<file path="src/rtl/fifo_rx_credit.sv">
// fifo_rx_credit: SpaceWire receive FIFO with FCT credit generation and credit-violation detection.
// Optional FIFO_RX_PKT_COUNT_EN adds pkt_count, the number of stored EOP/EEP markers.
module fifo_rx_credit #(
   parameter int DWIDTH     = 9,
   parameter int AWIDTH     = 6,
   parameter int MAX_CREDIT = 56
) (
   input  logic              clock,
   input  logic              reset,
   input  logic              link_run,
   input  logic              rx_valid,
   input  logic [DWIDTH-1:0] rx_data,
   input  logic              rd_en,
   output logic [DWIDTH-1:0] data_out,
   output logic              data_valid,
   output logic              f_full,
   output logic              f_empty,
   output logic [AWIDTH:0]   counter,
   output logic              fct_req,
   input  logic              fct_ack,
   output logic [5:0]        credit,
   output logic              credit_error
`ifdef FIFO_RX_PKT_COUNT_EN
   ,
   output logic [AWIDTH:0]   pkt_count
`endif
);
   localparam int DEPTH = 2**AWIDTH;
   localparam logic [AWIDTH:0] DEPTH_W = (AWIDTH+1)'(DEPTH);

   typedef enum logic {IDLE, REQ} state_t;

   logic [DWIDTH-1:0] mem [DEPTH];
   logic [AWIDTH-1:0] wr_ptr, rd_ptr;
   logic [AWIDTH:0]   free, cnt_next;
   logic [5:0]        credit_next;
   logic              wr_ok, rd_ok, ack_ok;
   state_t            state, state_next;

   assign wr_ok       = rx_valid & link_run & (credit != '0) & ~f_full;
   assign rd_ok       = rd_en & ~f_empty;
   assign ack_ok      = link_run & fct_ack & (state == REQ);
   assign free        = DEPTH_W - counter;
   assign cnt_next    = counter + (AWIDTH+1)'(wr_ok) - (AWIDTH+1)'(rd_ok);
   // A write and an FCT in the same cycle net +7 credit.
   assign credit_next = link_run ? credit - 6'(wr_ok) + (ack_ok ? 6'd8 : 6'd0) : '0;
   assign fct_req     = (state == REQ);

   always_comb begin
      state_next = state;
      if (!link_run)
         state_next = IDLE;
      else if (state == REQ)
         state_next = fct_ack ? IDLE : REQ;
      else if ((free - (AWIDTH+1)'(credit)) >= (AWIDTH+1)'(8) && credit <= 6'(MAX_CREDIT - 8))
         state_next = REQ;
   end

   always_ff @(posedge clock)
      if (wr_ok) mem[wr_ptr] <= rx_data;

   always_ff @(posedge clock or posedge reset) begin
      if (reset) begin
         wr_ptr       <= '0;
         rd_ptr       <= '0;
         data_out     <= '0;
         data_valid   <= 1'b0;
         counter      <= '0;
         f_full       <= 1'b0;
         f_empty      <= 1'b1;
         credit       <= '0;
         credit_error <= 1'b0;
         state        <= IDLE;
      end else begin
         if (wr_ok) wr_ptr <= wr_ptr + AWIDTH'(1);
         if (rd_ok) begin
            rd_ptr   <= rd_ptr + AWIDTH'(1);
            data_out <= mem[rd_ptr];
         end
         data_valid   <= rd_ok;
         counter      <= cnt_next;
         f_full       <= (cnt_next == DEPTH_W);
         f_empty      <= (cnt_next == '0);
         credit       <= credit_next;
         credit_error <= rx_valid & link_run & ~wr_ok;
         state        <= state_next;
      end
   end

`ifdef FIFO_RX_PKT_COUNT_EN
   always_ff @(posedge clock or posedge reset) begin
      if (reset)
         pkt_count <= '0;
      else
         pkt_count <= pkt_count + (AWIDTH+1)'(wr_ok & rx_data[DWIDTH-1])
                                - (AWIDTH+1)'(rd_ok & mem[rd_ptr][DWIDTH-1]);
   end
`endif
endmodule

</file>
<file path="config.mk">
export PLATFORM = sky130hd
export DESIGN_NAME = fifo_rx_credit
export DESIGN_NICKNAME = d
export VERILOG_FILES = /design/src/rtl/fifo_rx_credit.sv
export SDC_FILE = /design/constraint.sdc
export NUM_CORES = 1
export LEC_CHECK = 0
export CORE_ASPECT_RATIO = 1.4
export CORE_UTILIZATION = 54
export DETAILED_ROUTE_END_ITERATION = 10
export HOLD_SLACK_MARGIN = 0.12
export PLACE_DENSITY = 0.73
export SYNTH_ARGS = -nofsm -noshare
export SYNTH_HDL_FRONTEND = slang
export SYNTH_SLANG_ARGS = --single-unit
</file>
<file path="constraint.sdc">
create_clock -name clock -period 3 [get_ports clock]
set_input_delay 0.9 -clock clock [delete_from_list [all_inputs] [get_ports clock]]
set_output_delay 0.9 -clock clock [all_outputs]
set_load 0.1 [all_outputs]
</file>
### Word level (Yosys, flattened, before mapping)

Memory sizes are Yosys's and may differ from the RTL's. A register that Yosys moved wholly into a read port is not among the register bits.
Index checks and enable logic that the tools add are counted.
W data, S select, Z words.

| storage, ports and cells | value |
|---|---|
| flip-flop bits (word level) | 30 |
| latch bits | 0 |
| memory bits (writable) | 576 |
| bits in read-only memories | 0 |
| input port bits | 15 |
| output and inout port bits | 27 |
| word-level logic and storage cells | 42 |
| memories | 1 |

| cells by class | value |
|---|---|
| add/subtract/negate cells | 8 |
| multipliers | 0 |
| divide/modulo/power cells | 0 |
| $lt $le $gt $ge | 2 |
| equality and inequality tests | 1 |
| shift operators | 0 |
| multiplexer cells | 8 |
| bitwise operators | 10 |
| reductions and logical operators | 3 |

Memories:

| memory | words | bits a word | read ports | clocked after Yosys merged registers in | write ports | line | text |
|---|---|---|---|---|---|---|---|
| mem | 64 | 9 | 1 | 1 | 1 | 33 | `logic [DWIDTH-1:0] mem [DEPTH];` |

Operators with widths:

| operator | number |
|---|---|
| $add A6 B1 Y6 const B | 2 |
| $add A7 B1 Y7 | 1 |
| $and A1 B1 Y1 | 7 |
| $eq A7 B7 Y1 const B | 1 |
| $ge A7 B4 Y1 const B | 1 |
| $logic_not A7 Y1 | 1 |
| $sub A7 B1 Y7 | 1 |
| $sub A7 B6 Y7 | 1 |
| $sub A7 B7 Y7 const A | 1 |
| $add A6 B4 Y6 | 1 |
| $le A6 B6 Y1 const B | 1 |
| $mux W1 | 6 |
| $mux W6 | 1 |
| $reduce_bool A6 Y1 | 1 |
| $sub A6 B1 Y6 | 1 |
| $mux W4 | 1 |
| $not A1 Y1 | 3 |
| $logic_and A1 B1 Y1 | 1 |

### Depth between registers and ports, before layout

| logic depth | value |
|---|---|
| depth in word-level cells | 7 |
| mapped depth | 15 |

### Worst setup path before layout

No wires, ideal clock.

| timing path | value |
|---|---|
| kind | flip-flop to flip-flop |
| from | register credit[4] |
| to | register f_full |
| data arrival time | 3,750 ps |
| required time | 2,927 ps |
| slack | -823 ps |
| cell stages (with the launch flop) | 16 |
| path buffers | 0 |
| path through | dfrtp_1 > inv_1 > ha_1 > a211oi_1 > inv_1 > ha_1 > inv_1 > ha_1 > inv_1 > fa_1 > nor2b_1 > o21ai_0 > a21boi_0 > nor2_1 > or4b_1 > nor2b_1 |

| on the way | value |
|---|---|
| longest elaborated chain between the ends | 6 |

RTL lines:

| what | line | text |
|---|---|---|
| start: declaration | 21 | `output logic [5:0] credit,` |
| start signal: assignment | 84 | `credit <= credit_next;` |
| $reduce_bool A6 Y1 | 40 | `assign wr_ok = rx_valid & link_run & (credit != '0) & ~f_full;` |
| $and A1 B1 Y1 (2 in a row) | 40 |  |
| $add A7 B1 Y7 | 44 | `assign cnt_next = counter + (AWIDTH+1)'(wr_ok) - (AWIDTH+1)'(rd_ok);` |
| $sub A7 B1 Y7 | 44 |  |
| via cnt_next[4] | 35 | `logic [AWIDTH:0] free, cnt_next;` |
| $eq A7 B7 Y1 | 82 | `f_full <= (cnt_next == DEPTH_W);` |
| end signal: assignment | 82 |  |
| end: declaration | 16 | `output logic f_full,` |

The timed path passes the listed nets, and every way through them passes these cells.
A chain may end at the register's enable or synchronous reset.

### Worst setup path after layout

| timing path | value |
|---|---|
| from | register credit[4] |
| to | memory mem[48][4], enable pin |

| on the way | value |
|---|---|
| longest elaborated chain between the ends | 5 |

RTL lines:

| what | line | text |
|---|---|---|
| $reduce_bool A6 Y1 | 40 |  |
| $and A1 B1 Y1 (2 in a row) | 40 |  |
| $mux W1 | 60 | `if (wr_ok) mem[wr_ptr] <= rx_data;` |
| $mux W1 (not written as such) | 60 |  |
| end: declaration | 33 |  |

No other way between the ends.

==> impl_metrics.env <==
export IMPL_outcome="completed"
export IMPL_cp_required_ps=3300
export IMPL_finalMaxSlewViolations=0
export IMPL_leakagePower_nw=9.77
export IMPL_vdd_ir_drop_max_mv=0.869
export IMPL_synthAdderAreaFrac=0.0166
export IMPL_place_hpwl_um=36600
export IMPL_detail_route_wirelength_um=56700
export IMPL_grt_max_degree=65
export IMPL_grt_total_usage=0.246
export IMPL_drive_above_1_share=0.316
export IMPL_portBuffers=41
export IMPL_dr_pass1_iters=5
export IMPL_maxSlewHeadroom=0.397
export IMPL_whs_endpoint="data_out[0]"
export IMPL_reg2reg_to="mem[48][4]"
export IMPL_fin_nets=1554
export IMPL_drtAntennaViolNets=0
export IMPL_drcViolationCount=0
export IMPL_r2r_start="credit[4]"
export IMPL_clock_sinks=615
export IMPL_synth_compound_area_share=0.0357
export IMPL_synth_cell_types=64
export IMPL_period_share=0.985
export IMPL_clk_path_buf_depth=3
export IMPL_avgSynthCellArea_um2=19.2
export IMPL_final_area_um2=28900
export IMPL_path_class="reg -> reg"
export IMPL_rsz0062_at_grt="yes"
export IMPL_synth_edff_count=576
export IMPL_grt_ovfl_total=0
export IMPL_fin_worst_skew_ps=18.4
export IMPL_ys_seq_elements=615
export IMPL_yosys_warnings=0
export IMPL_whs_path_depth=2
export IMPL_hold_violations=0
export IMPL_first_global_vias=13377
export IMPL_gp_congestion=1.01
export IMPL_fin_crit_ps=2960
export IMPL_holdWs_ps=525
export IMPL_antenna_found_initial=0
export IMPL_hold_buffers=0
export IMPL_synth_flop_cell="edfxtp_1"
export IMPL_totalPowerFinal_mw=26.4
export IMPL_crit_chain="inv_4 > ha_4 > a211oi_4 > inv_2 > buf_4 > buf_4 > buf_4 > buf_4 > buf_4 > buf_4 > buf_4 > nor2_4 > nand2_2 > buf_4 > nor2_4 > buf_4"
export IMPL_synth_top_family_by_area="multiplexers"
export IMPL_cts_root_buf="clkbuf_16"
export IMPL_final_common_cell="edfxtp_1"
export IMPL_synthXorXnorAreaFrac=0.00604
export IMPL_arrival_ps=3260
export IMPL_wl_per_cell_um=26.3
export IMPL_core_area_um2=45000
export IMPL_max_cap_viol_count=0
export IMPL_synth_simple_area_share=0.0423
export IMPL_place_area_um2=26700
export IMPL_synthTopCellsByArea="edfxtp_1 70%, mux4_2 9.5%, dfrtp_1 3.9%"
export IMPL_dieArea_um2=46500
export IMPL_path_clk_slew_ps=70
export IMPL_rows=92
export IMPL_hp_start="data_out[0]"
export IMPL_num_io_pins=42
export IMPL_start_kind="register"
export IMPL_seq_area_frac_synth=0.741
export IMPL_die_width_um=183
export IMPL_area_growth_pct=17.1
export IMPL_crit_family="buffers and inverters"
export IMPL_clk_latency_ps=590
export IMPL_viasPerCell=6.09
export IMPL_ff2ff_path_depth=16
export IMPL_critPathMaxStageDelay_ps=430
export IMPL_synth_area_mux_share=0.136
export IMPL_path_buf_inv=11
export IMPL_setup_violations=0
export IMPL_htree_levels=2
export IMPL_final_cells=2159
export IMPL_end_kind="register"
export IMPL_initial_core_util=0.548
export IMPL_place_inst=2041
export IMPL_tightest_slew_ps=899
export IMPL_num_antenna_cells=0
export IMPL_synth_cells=1287
export IMPL_worstHoldPathType="reg -> reg"
export IMPL_setup_tns_ps=0
export IMPL_cts_buffers=53
export IMPL_synth_largest_area_cell="edfxtp_1"
export IMPL_drtIter0Drc=1494
export IMPL_r2r_slack_ps=40
export IMPL_crit_slowest_cell="dfrtp_4"
export IMPL_synth_top_area_frac=0.701
export IMPL_max_freq_mhz=338
export IMPL_num_vias=13145
export IMPL_syn_area_um2=24700
export IMPL_die_h_um=255
export IMPL_most_common_layout_cells="576 x edfxtp_1, 178 x buf_4, 104 x mux4_2"
export IMPL_crit_fanout=4
export IMPL_path_common_cell="buf_4"
export IMPL_grt_pass1_wl_um=83300
export IMPL_synth_nets=1333
export IMPL_powerDensity_nw_per_um2=913
export IMPL_asyncSetResetFlopFracSynth=0.0634
export IMPL_cts_tree="yes"
==> how the worst max path moves through the flow <==
| stage | startpoint | endpoint | slack (ps) | cells after the start |
|---|---|---|---|---|
| 2_1_floorplan | link_run | f_full | -270 | 15 |
| 3_3_place_gp | link_run | f_full | -860 | 15 |
| 3_5_place_dp | link_run | f_full | -950 | 15 |
| 4_1_cts | credit[4] | f_full | -70 | 15 |
| 5_1_grt | credit[0] | f_full | -100 | 15 |
| 6_report | credit[4] | mem[48][4] | 40 | 16 |
==> power breakdown <==
| group | total, mW | switching (mW) | internal (mW) |
|---|---|---|---|
| registers | 10.2 | 0.494 | 9.74 |
| clock network | 6.78 | 2.95 | 3.83 |
| logic | 9.37 | 5.40 | 3.97 |
==> cells in the mapped netlist, types with 5 or more instances <==
master	n
buf_2	17
mux2i_1	25
ha_1	28
nand3_1	25
a22oi_1	18
buf_1	8
nor2b_1	18
o31ai_1	7
buf_6	9
clkbuf_1	14
a21oi_1	13
mux4_2	104
mux2_2	34
inv_1	31
buf_4	6
o21ai_0	17
a221oi_1	6
xor2_1	7
dfrtp_1	38
xnor2_1	10
edfxtp_1	576
and2_1	5
o311ai_1	6
o22ai_1	24
nor2_1	104
mux4_1	14
nand2_1	39
nor3_1	10
a32o_1	6
==> routing by layer <==
metal,up-vias,part of all wire,global-route usage
li1,5631,-,-
met1,6831,0.37,0.307
met2,536,0.52,0.428
met3,147,0.063,0.0337
met4,0,0.047,0.112
met5,-,0,0
==> cell type report <==
class,instances,area [µm²]
Clock buffer,60,1350
Clock inverter,35,345
Fill cell,2958,16100
Inverter,32,123
Multi-Input combinational cell,577,6030
Sequential cell,615,18300
Tap cell,611,764
Timing Repair Buffer,229,1980
==> worst reg2reg max path: cells and delay by family, from the launching register on <==
kind,cells,cell delay (ps)
buffers and inverters,11,1390
flip-flops,1,430
AND/OR/NAND/NOR,3,410
AO/OA/AOI/OAI,1,290
adder cells (fa/ha/maj),1,160
==> per-stage QoR <==
stage,util,setup slack (ps)
6_report,0.642,43.6
5_1_grt,0.642,-97.9
4_1_cts,0.635,-67.6
3_5_place_dp,0.594,-952
3_3_place_gp,0.594,-864
2_1_floorplan,-,-266
==> registers in the layout, summed over array words and instances (netlist names) <==
name / flops
wr_ptr: 6
data_out: 9
data_valid: 1
mem: 576
f_empty: 1
fct_req: 1
rd_ptr: 6
credit: 6
f_full: 1
credit_error: 1
counter: 7
==> cell families (layout without fill, tap and decap cells) <==
| logic type | after synthesis | after routing |
|---|---|---|
| multiplexers | 177 | 177 |
| flip-flops | 615 | 615 |
| AO/OA/AOI/OAI | 125 | 125 |
| XOR/XNOR | 17 | 17 |
| AND/OR/NAND/NOR | 227 | 227 |
| adder cells (fa/ha/maj) | 31 | 31 |
| buffers and inverters | 95 | 356 |
==> timing repair <==
item	in CTS	in global routing
resized for setup	9	81
buffers inserted	13	1
endpoints found under the setup margin	3	291
gates cloned	0	11
pin swaps	8	9
(Power assumes the default switching activity.)
